--- config.mk ---
export PLATFORM = sky130hd
export DESIGN_NAME = sort_merge_acc
export DESIGN_NICKNAME = d
export VERILOG_FILES = /design/src/rtl/sort_merge_acc.sv
export SDC_FILE = /design/constraint.sdc
export NUM_CORES = 1
export LEC_CHECK = 0
export CAP_MARGIN = 10
export CORE_MARGIN = 2
export CORE_UTILIZATION = 30
export CTS_CLUSTER_DIAMETER = 50
export CTS_CLUSTER_SIZE = 12
export DETAILED_ROUTE_END_ITERATION = 16
export PLACE_DENSITY = 0.54
export SETUP_SLACK_MARGIN = 0.3
export SLEW_MARGIN = 30
export SYNTH_ARGS = -nofsm -noshare
export SYNTH_HDL_FRONTEND = slang
export SYNTH_SLANG_ARGS = --single-unit
--- constraint.sdc ---
create_clock -name clk -period 7.3 [get_ports clk]
set_input_delay 1.46 -clock clk [delete_from_list [all_inputs] [get_ports clk]]
set_output_delay 1.46 -clock clk [all_outputs]
set_load 0.01 [all_outputs]
--- src/rtl/sort_merge_acc.sv ---
// sort_merge_acc: merges sorted sort4 groups over a frame into a global
// bottom-2 (min1 <= min2) and top-2 (max1 >= max2). It also counts groups
// and hands the frame result downstream on a valid/ready handshake.
// Optional macro SORT_MERGE_SIGNED_EN: when defined, all min/max comparisons
// use two's-complement signed data. When undefined, comparisons are unsigned.
module sort_merge_acc #(
  parameter int DATA_W = 16,
  parameter int CNT_W  = 16
) (
  input  logic              clk,
  input  logic              rst,
  input  logic              in_valid,
  output logic              in_ready,
  input  logic              in_last,
  input  logic [DATA_W-1:0] small1,
  input  logic [DATA_W-1:0] small2,
  input  logic [DATA_W-1:0] large1,
  input  logic [DATA_W-1:0] large2,
  output logic              out_valid,
  input  logic              out_ready,
  output logic [DATA_W-1:0] min1,
  output logic [DATA_W-1:0] min2,
  output logic [DATA_W-1:0] max1,
  output logic [DATA_W-1:0] max2,
  output logic [CNT_W-1:0]  grp_cnt
);

  localparam logic [1:0] S_IDLE = 2'd0;
  localparam logic [1:0] S_ACC  = 2'd1;
  localparam logic [1:0] S_OUT  = 2'd2;

  logic [1:0]        r_state, w_state_nx;
  logic              r_in_ready, r_out_valid;
  logic [DATA_W-1:0] r_min1, r_min2, r_max1, r_max2;
  logic [CNT_W-1:0]  r_cnt;
  logic              w_acc, w_out_hs;
  logic [DATA_W-1:0] w_min1, w_min2, w_max1, w_max2;

  // Single comparison point so the signed/unsigned choice lives in one place
  function automatic logic f_lt(input logic [DATA_W-1:0] a, input logic [DATA_W-1:0] b);
`ifdef SORT_MERGE_SIGNED_EN
    return $signed(a) < $signed(b);
`else
    return a < b;
`endif
  endfunction

  function automatic logic [DATA_W-1:0] f_min(input logic [DATA_W-1:0] a, input logic [DATA_W-1:0] b);
    return f_lt(a, b) ? a : b;
  endfunction

  function automatic logic [DATA_W-1:0] f_max(input logic [DATA_W-1:0] a, input logic [DATA_W-1:0] b);
    return f_lt(a, b) ? b : a;
  endfunction

  assign w_acc    = in_valid && r_in_ready;
  assign w_out_hs = r_out_valid && out_ready;

  // Bottom-2 of the union of two bottom-2 pairs.
  // The runner-up is the loser of the two leaders or the better of the seconds.
  // Top-2 is the mirror image.
  assign w_min1 = f_min(r_min1, small1);
  assign w_min2 = f_min(f_max(r_min1, small1), f_min(r_min2, small2));
  assign w_max1 = f_max(r_max1, large1);
  assign w_max2 = f_max(f_min(r_max1, large1), f_max(r_max2, large2));

  // Next-state logic for the frame sequencer
  always_comb begin
    w_state_nx = r_state;
    case (r_state)
      S_IDLE:  if (w_acc) w_state_nx = in_last ? S_OUT : S_ACC;
      S_ACC:   if (w_acc && in_last) w_state_nx = S_OUT;
      S_OUT:   if (w_out_hs) w_state_nx = S_IDLE;
      default: w_state_nx = S_IDLE;
    endcase
  end

  // State and handshake flags.
  // Both flags are registered off the next state, so they line up with r_state.
  always_ff @(posedge clk) begin
    if (rst) begin
      r_state     <= S_IDLE;
      r_in_ready  <= 1'b0;
      r_out_valid <= 1'b0;
    end else begin
      r_state     <= w_state_nx;
      r_in_ready  <= (w_state_nx != S_OUT);
      r_out_valid <= (w_state_nx == S_OUT);
    end
  end

  // Result accumulators.
  // The first group of a frame loads directly and later groups merge in.
  // Results persist after the output handshake until the next frame starts.
  always_ff @(posedge clk) begin
    if (rst) begin
      r_min1 <= '0;
      r_min2 <= '0;
      r_max1 <= '0;
      r_max2 <= '0;
      r_cnt  <= '0;
    end else if (w_acc && r_state == S_IDLE) begin
      r_min1 <= small1;
      r_min2 <= small2;
      r_max1 <= large1;
      r_max2 <= large2;
      r_cnt  <= CNT_W'(1);
    end else if (w_acc && r_state == S_ACC) begin
      r_min1 <= w_min1;
      r_min2 <= w_min2;
      r_max1 <= w_max1;
      r_max2 <= w_max2;
      if (r_cnt != '1) r_cnt <= r_cnt + CNT_W'(1);
    end
  end

  assign in_ready  = r_in_ready;
  assign out_valid = r_out_valid;
  assign min1      = r_min1;
  assign min2      = r_min2;
  assign max1      = r_max1;
  assign max2      = r_max2;
  assign grp_cnt   = r_cnt;

endmodule

# Yosys cells after proc, flatten, opt, wreduce, memory -nomap -nowiden
# Cells that the tools add are included.
# totals
register_bits	84
in_bits	69
# classes
add_sub_neg	1
magnitude_cmp	6
eq_ne	6
n_mux	24
reduce_logical	14
# op_table
op	count
$mux 16	16
$lt 16x16->1	6
$add 16x1->16 const B	1
$ne 16x16->1 const B	1
$mux 2	4
$reduce_and 2->1	4
$pmux 2 s3	1
$reduce_bool 2->1	3
$logic_and 1x1->1	5
$eq 2x2->1 const B	2
$mux 1	3
$eq 2x1->1 const B	1
$logic_not 2->1	1
$ne 2x1->1 const B	1
$ne 2x2->1 const B	1
$reduce_or 2->1	1

# Longest topological paths before layout
# Gate-level depths: netlist of the first run.
# depth
ltp_word	6
depth_mapped	20
mapped_depth_nobuf	18

# Worst setup path after synthesis of the first run
# Ideal clock, no wire load.
# synth_path
kind	input to register
from	in small1[5]
to	reg r_min2[5], in the netlist min2[5]
setup_ns	0.093
t_arrival_ns	5.149
path_slack_ns	2.058
cell_stages	18
cell_sequence	inv_1 ha_1 a21o_1 a221o_1 a221oi_2 nand3_1 buf_2 mux2_2 ha_1 nand4_1 o21ai_0 o22ai_1 and3_1 and3_1 o211ai_1 clkbuf_1 a21oi_1 o32ai_1
# synth_between
elab_chain_len	6
# synth_rtl
element	line_no	text
start: declaration	15	input logic [DATA_W-1:0] small1,
$lt 16x16->1	44	return a < b;
$mux 16 *	53	return f_lt(a, b) ? b : a;
$lt 16x16->1	44	
$mux 16 *	49	return f_lt(a, b) ? a : b;
$mux 16 *	108	end else if (w_acc && r_state == S_ACC) begin
$mux 16 *	102	end else if (w_acc && r_state == S_IDLE) begin
end signal: assignment	104	r_min2 <= small2;
end signal: assignment	110	r_min2 <= w_min2;
end: declaration	34	logic [DATA_W-1:0] r_min1, r_min2, r_max1, r_max2;
# Every way passes the cells marked *; elsewhere a longest branch is shown, timed or not. The select of a mux whose other input is x is not followed.
# A chain may end at the register's enable or synchronous reset.

# Worst setup path after layout of the first run
# layout_path
from	in large1[1]
to	reg r_max2[4], in the netlist max2[4]
# layout_between
elab_chain_len	6
# layout_rtl
element	line_no	text
start: declaration	17	input logic [DATA_W-1:0] large1,
$lt 16x16->1	44	
$mux 16 *	49	
$lt 16x16->1	44	
$mux 16 *	53	
$mux 16 *	108	
$mux 16 *	102	
end signal: assignment	106	r_max2 <= large2;
end signal: assignment	112	r_max2 <= w_max2;
end: declaration	34	
# Marks and branches as above.

==> results of run 1 <==
## cell usage after synthesis (5+ instances only)
| library cell | number |
|---|---|
| and2_1 | 18 |
| o21ai_0 | 33 |
| clkbuf_1 | 33 |
| and4_1 | 5 |
| nor2_1 | 91 |
| a21o_1 | 14 |
| o221ai_1 | 5 |
| xor2_1 | 12 |
| o21a_1 | 5 |
| nand3_1 | 12 |
| o221ai_2 | 10 |
| dfxtp_1 | 84 |
| nor3_1 | 33 |
| mux2i_1 | 49 |
| ha_1 | 91 |
| o32ai_1 | 15 |
| buf_2 | 6 |
| nand2b_1 | 6 |
| nand2_1 | 27 |
| nand4_1 | 17 |
| a21oi_1 | 97 |
| mux2_2 | 15 |
| and3_1 | 19 |
| inv_1 | 81 |
| a211oi_1 | 5 |
## final cells by class
class                   instances  share of cell area, %
well taps                     280                   4.05
inverters                      81                   3.52
multi-input cells             611                   51.3
clock inverters                 6                  0.550
flip-flops and latches         84                   19.4
clock buffers                  10                   2.76
repair buffers                162                   18.3
## power breakdown
part	leakage [nW]	internal, W	switching [W]
Combinational	2.96	0.000203	0.000223
Clock	0.127	0.000242	0.000213
Sequential	0.684	0.000482	0.0000273
## per-layer routing
layer	wire length (um)	part of all wire (%)
met3	1010	5.0
met4	432	2.2
met5	0	0
met1	9230	46
met2	9330	47
## critical path: stages
cell             delay [ns]
clkdlybuf4s50_1        0.48
inv_1                  0.06
ha_1                   0.29
a2111oi_0              0.47
o311ai_1               0.17
a31oi_2                0.61
buf_4                  0.34
nor2_1                 0.06
a21oi_1                0.21
inv_1                  0.07
ha_1                   0.31
nand4_1                0.13
nor2_1                 0.12
o21ai_0                0.09
a21oi_1                0.19
o2111ai_1              0.19
a31o_1                 0.24
a21o_1                 0.46
o221ai_1               0.29
## final timing paths
path | slack [ns] | end | startpoint
max | 1.32 | max2[4] | large1[1]
min | 0.49 | r_state[0] | r_state[1]
max reg2reg | 2.62 | max2[4] | max1[1]
min reg2reg | 0.49 | r_state[0] | r_state[1]
## cells by family (layout without fill, tap and decap cells)
kind of cell | count (synthesis) | in the layout
flip-flops | 84 | 84
multiplexers | 65 | 65
XOR/XNOR | 14 | 14
adder cells (fa/ha/maj) | 91 | 91
AND/OR/NAND/NOR | 236 | 236
AO/OA/AOI/OAI | 205 | 205
buffers and inverters | 122 | 259
## per-stage QoR
stage / utilization [%] / power [W] / setup slack (ns) / hold slack (ns) / instance area, um2
finish: 39.9 / 0.00139 / 1.32 / 0.491 / 8650
global route: 39.9 / 0.00147 / 0.825 / 0.515 / 8650
CTS: 39.9 / 0.00141 / 1.32 / 0.494 / 8650
detailed placement: 38.6 / 0.000944 / 0.983 / 0.485 / 8360
global placement: 38.6 / 0.000942 / 0.939 / 0.481 / 8360
floorplan: - / 0.000776 / 2.06 / 0.451 / 6580
## flip-flops by register name, indices dropped and copies added (netlist names)
name,flops
grp_cnt,16
in_ready,1
max1,16
max2,16
min1,16
min2,16
out_valid,1
r_state,2
## cells in the final DEF (no fill, tap or decap), types with 12 or more instances in the layout
cell type	count
a21o_1	14
a21oi_1	97
and2_1	18
and3_1	19
buf_4	12
clkdlybuf4s50_1	149
dfxtp_1	84
ha_1	91
inv_1	81
mux2_2	15
mux2i_1	49
nand2_1	27
nand3_1	12
nand4_1	17
nor2_1	91
nor3_1	33
o21ai_0	33
o32ai_1	15
xor2_1	12
==> results.md, run 1 <==
- CP arrival: 6.25 ns
- Setup repair bufs after CTS: 0
- CTS tree: yes
- YS warnings: 0
- Worst Clk Skew: ~0.0073 ns
- Cell count after synthesis: 817
- Multi-input logic area: approximately 4400 um2
- Final hold violations: 0
- Num rows: 54
- DP Cell Count: 1,218
- Final TNS setup: 0 ns
- Vias in the first global route: 6,098
- Element type at the critical path end: flop
- CTS clock-pin slew for the worst setup and hold paths: 0.06 ns
- Post-synthesis register bit count: 84
- Tcrit/Tclk final: between 80% and 90%
- Pre-antenna DRT Iters: 5
- Max frequency: about 0.17 GHz
- Worst skew pair latency: approximately 0.36 ns
- Register area share after synthesis: 25.6%
- # Max-Cap Violations: 0
- # diodes: 0
- Hold WC Path Type: flop to flop
- Post_cts resized: 0
- Post-synthesis adder-cell area fraction: between 15 and 20%
- Top-area cell type share of the netlist area: 25.6%
- Nets: 1,109
- Met3 usage in global routing: 3.14%
- Hold Buf Count CTS: 0
- Number of CTS-inserted buffers: 9
- LEAKAGE: 3.77 nW
- Mapped Area: between 6000 and 7000 um2
- Core Footprint: 21,700 um2
- Ratio of cells with drive above 1 in the final layout: 6.39%
- Detail Placement HPWL: 15.0 mm
- Leading post-synthesis cells by cell area: dfxtp_1 (26%), ha_1 (17%), mux2i_1 (7.5%), a21oi_1 (7.4%), nor2_1 (5.2%)
- Initial antenna violation count: 0
- Simple-Gate Fraction of Synth Area: 17.4%
- PortBufs: 150
- Post-DRT Antenna Nets: 0
- Gp weighted congestion: 0.828
- Mapped Nets: 977
- EDFF count, synth: 0
- Die height: 152 um
- # setup viols final: 0
- Max FO, Critical Path: 18
- Slew HR: 38.5%
- Min-Delay Path Depth: 1
- Max Slew Vio Count: 0
- Mux share of post-synthesis cell area: 10.2%
- Largest family of logic cells by synthesized area: compound AO/OA/AOI/OAI gates
- H-tree Lvls: 3
- Ports: 151
- Largest area contributor in the netlist: dfxtp_1
- Final wirelength: ~20 mm
- Period minus WS final: 5.98 ns
- First-pass GRT wire length: 32.4 mm
- DRC: 0
- Run status: finished, final reports clean
- Chip Width: 152 um
- Clock Tree Buf Depth: 2
- Tot GR Track Use: 17.2%
- Mean Syn Cell Area: 8.05 um2
- Starting Density: 30.3%
- Routed via count: 6,326
- Tightest Pin Transition: 0.923 ns
- P per Cell Area: approximately 160 nW/um2
- Clk sinks: 84
- Post-Layout Cell Count: 1,234
- DR iter-0 viols: 319
- Main synth FF type: dfxtp_1
- Post-Synth XOR/XNOR Area: 1.86%
- R2R cell count: 17
- Compound-gate portion of the synthesized area: 20.4%
- RSZ-0062 raised after global routing: false
- Grt met2 use: 28.8%
- Die Area: 23,100 um2
- Reg area: 1680 um2
- Grt ovf: 0
- Largest net degree at the start of global routing: 63
- Max VDD drop: 0.0935 mV
- Wirelength per Cell: between 15 and 20 um
- Grt met1 use: around 22%
- Root Buffer: clkbuf_16
- Worst Setup Start Kind: input port
- Setup CP Type: input port to flop
- Vias per cell: 5.13
- Critical Path RT: 7.57 ns
- FILL cells: 2,226
- GR peak layer: met2
- Fraction of registers with async set/reset: 0%
- Layout Area Growth over Synthesis: 31.5%
- Yosys cell types: between 50 and 60
(Power assumes the default switching activity.)
==> run 2: changes to the inputs <==
- clock period: 7.3 -> 5.9 ns (I/O delays scaled with it)
==> run 2 against run 1 <==
Against the previous run: critical path depth up 1; final area up 2.2%; sequential share of layout area down 0.41 points; core utilization up 0.86 points; final cell count up 1.1%; via count down 0.92%; clock power up 31%; combinational power up 27%; register-to-register slack worse by 1.1 ns; routed wire length up 2.5%.
==> results.md, run 2 (synthesized netlist as in run 1, its figures left out) <==
- Die Area: 23,100 um2
- Ports: 151
- Most common cell after layout, fill and taps aside: clkdlybuf4s50_1
- DR iter-0 viols: between 200 and 300
- Routed via count: between 6,000 and 7,000
- Number of CTS-inserted buffers: 9
- Post-Layout Cell Count: 1,247
- Layout Area Growth over Synthesis: 34.3%
- DRC: 0
- Max frequency: 0.185 GHz
- Num rows: 54
- Post-DRT Antenna Nets: 0
- Worst r2r src: min1[5]
- Die height: 152 um
- Max Slew Vio Count: 0
- Grt ovf: 0
- Grt met2 use: between 30% and 40%
- Max VDD drop: around 0.15 mV
- Wirelength per Cell: 16.4 um
- P per Cell Area: 201 nW/um2
- Reg-to-reg endpoint: min2[15]
- CP arrival: 5.60 ns
- Grt met1 use: 22.9%
- Ratio of cells with drive above 1 in the final layout: 8.27%
- Initial antenna violation count: 0
- Gp weighted congestion: 0.825
- Hold Buf Count CTS: 0
- Root Buffer: clkbuf_16
- Final hold violations: 0
- Chip Width: between 150 and 200 um
- Worst Setup Start Kind: input port
- R2R setup slack: 1.51 ns
- GR peak layer: met2
- Crit path from: small1[7]
- Period minus WS final: 5.40 ns
- RSZ-0062 raised after global routing: false
- Pre-antenna DRT Iters: 4
- DP Cell Count: 1,224
- Detail Placement HPWL: ~16 mm
- Clock Tree Buf Depth: 2
- Largest net degree at the start of global routing: 63
- Critical Path RT: 6.10 ns
- Element type at the critical path end: flop
- # diodes: 0
- Final TNS setup: 0 ns
- Final wirelength: 20.5 mm
- CTS tree: yes
- LEAKAGE: 3.88 nW
- Nets: 1,122
- Commonest non-fill, non-tap cells in the layout: clkdlybuf4s50_1 (149), a21oi_1 (97), nor2_1 (91), ha_1 (91), dfxtp_1 (84)
- # setup viols final: 0
- Starting Density: 30.3%
- # Max-Cap Violations: 0
- Setup CP Type: input port to flop
- Worst Clk Skew: 0.00966 ns
- Crit path to: min2[15]
- Core Footprint: 21,700 um2
- R2R cell count: 18
- Met3 usage in global routing: 2.97%
- Tcrit/Tclk final: between 90% and 100%
- First-pass GRT wire length: 32.7 mm
- Vias in the first global route: 6,047
- Max FO, Critical Path: 10
- Vias per cell: 5.03
- PortBufs: 150
- H-tree Lvls: 3
- CTS clock-pin slew for the worst setup and hold paths: 0.07 ns
- Clk sinks: 84
- Worst skew pair latency: 0.35 ns
- Run status: finished, final reports clean
- Slew HR: 42.6%
- Hold WC Path Type: flop to flop
- Tot GR Track Use: 17.4%
- Tightest Pin Transition: 0.859 ns
run 2: cell count changes in the layout (fill, tap and decap cells not counted), moves of 2 or more:
cell and delta:
buf_6 +2, buf_4 +10, o32ai_1 -3, o32ai_2 +3
clkinvlp_4 -3
run 2: how the worst min path moves through the flow:
stage          startpoint  slack [ns]    endpoint  depth (start not counted)
2_1_floorplan  r_state[1]        0.45  r_state[0]                          1
3_3_place_gp   r_state[1]        0.48  r_state[0]                          1
3_5_place_dp   r_state[1]        0.49  r_state[0]                          1
4_1_cts        r_state[1]        0.50  r_state[0]                          1
5_1_grt        r_state[1]        0.53  r_state[0]                          1
6_report       r_state[1]        0.50  r_state[0]                          1
run 2: through the flow:
step	setup WS [ns]	util (%)	total power [W]	instance area, um2	hold WS, ns
after floorplan	0.938	-	0.000960	6580	0.451
after global placement	0.111	38.8	0.00117	8410	0.481
after detailed placement	0.0393	38.8	0.00117	8410	0.487
after CTS	0.384	40.1	0.00178	8710	0.499
after global routing	0.276	40.7	0.00188	8840	0.534
final	0.500	40.7	0.00177	8840	0.496
run 2: what timing repair did:
| item | 4_1_cts | 5_1_grt |
|---|---|---|
| setup buffers | 0 | 5 |
| endpoints found under the setup margin | 0 | 16 |
| gates resized for setup | 0 | 12 |
run 2: routing by layer:
metal,wire length (um),vias to the layer above
met1,9440,2865
met3,905,17
met4,238,0
li1,-,3227
met2,9910,159
met5,0,-
run 2: layout make-up:
type	count	area, um2
Sequential cell	84	1680
Tap cell	280	350
Multi-Input combinational cell	611	4510
Fill cell	2221	12900
Clock buffer	10	229
Timing Repair Buffer	175	1690
Inverter	81	304
Clock inverter	6	71.3
run 2: where the power goes:
| group | switching (W) | leakage [nW] | internal, W |
|---|---|---|---|
| combinational | 0.000283 | 3.05 | 0.000259 |
| sequential | 0.0000377 | 0.684 | 0.000596 |
| clock | 0.000263 | 0.145 | 0.000334 |
run 2: critical path, cell delays in order:
cell	delay, ns
clkdlybuf4s50_1	0.51
inv_1	0.06
ha_1	0.31
and2_1	0.18
a221o_1	0.33
a221oi_4	0.33
nand3_2	0.18
buf_4	0.21
mux2_2	0.31
ha_1	0.30
nand4_1	0.19
o21ai_1	0.21
o22ai_2	0.12
and3_1	0.19
and3_1	0.17
o211ai_1	0.17
buf_4	0.16
buf_2	0.21
and3_1	0.20
o32ai_2	0.08
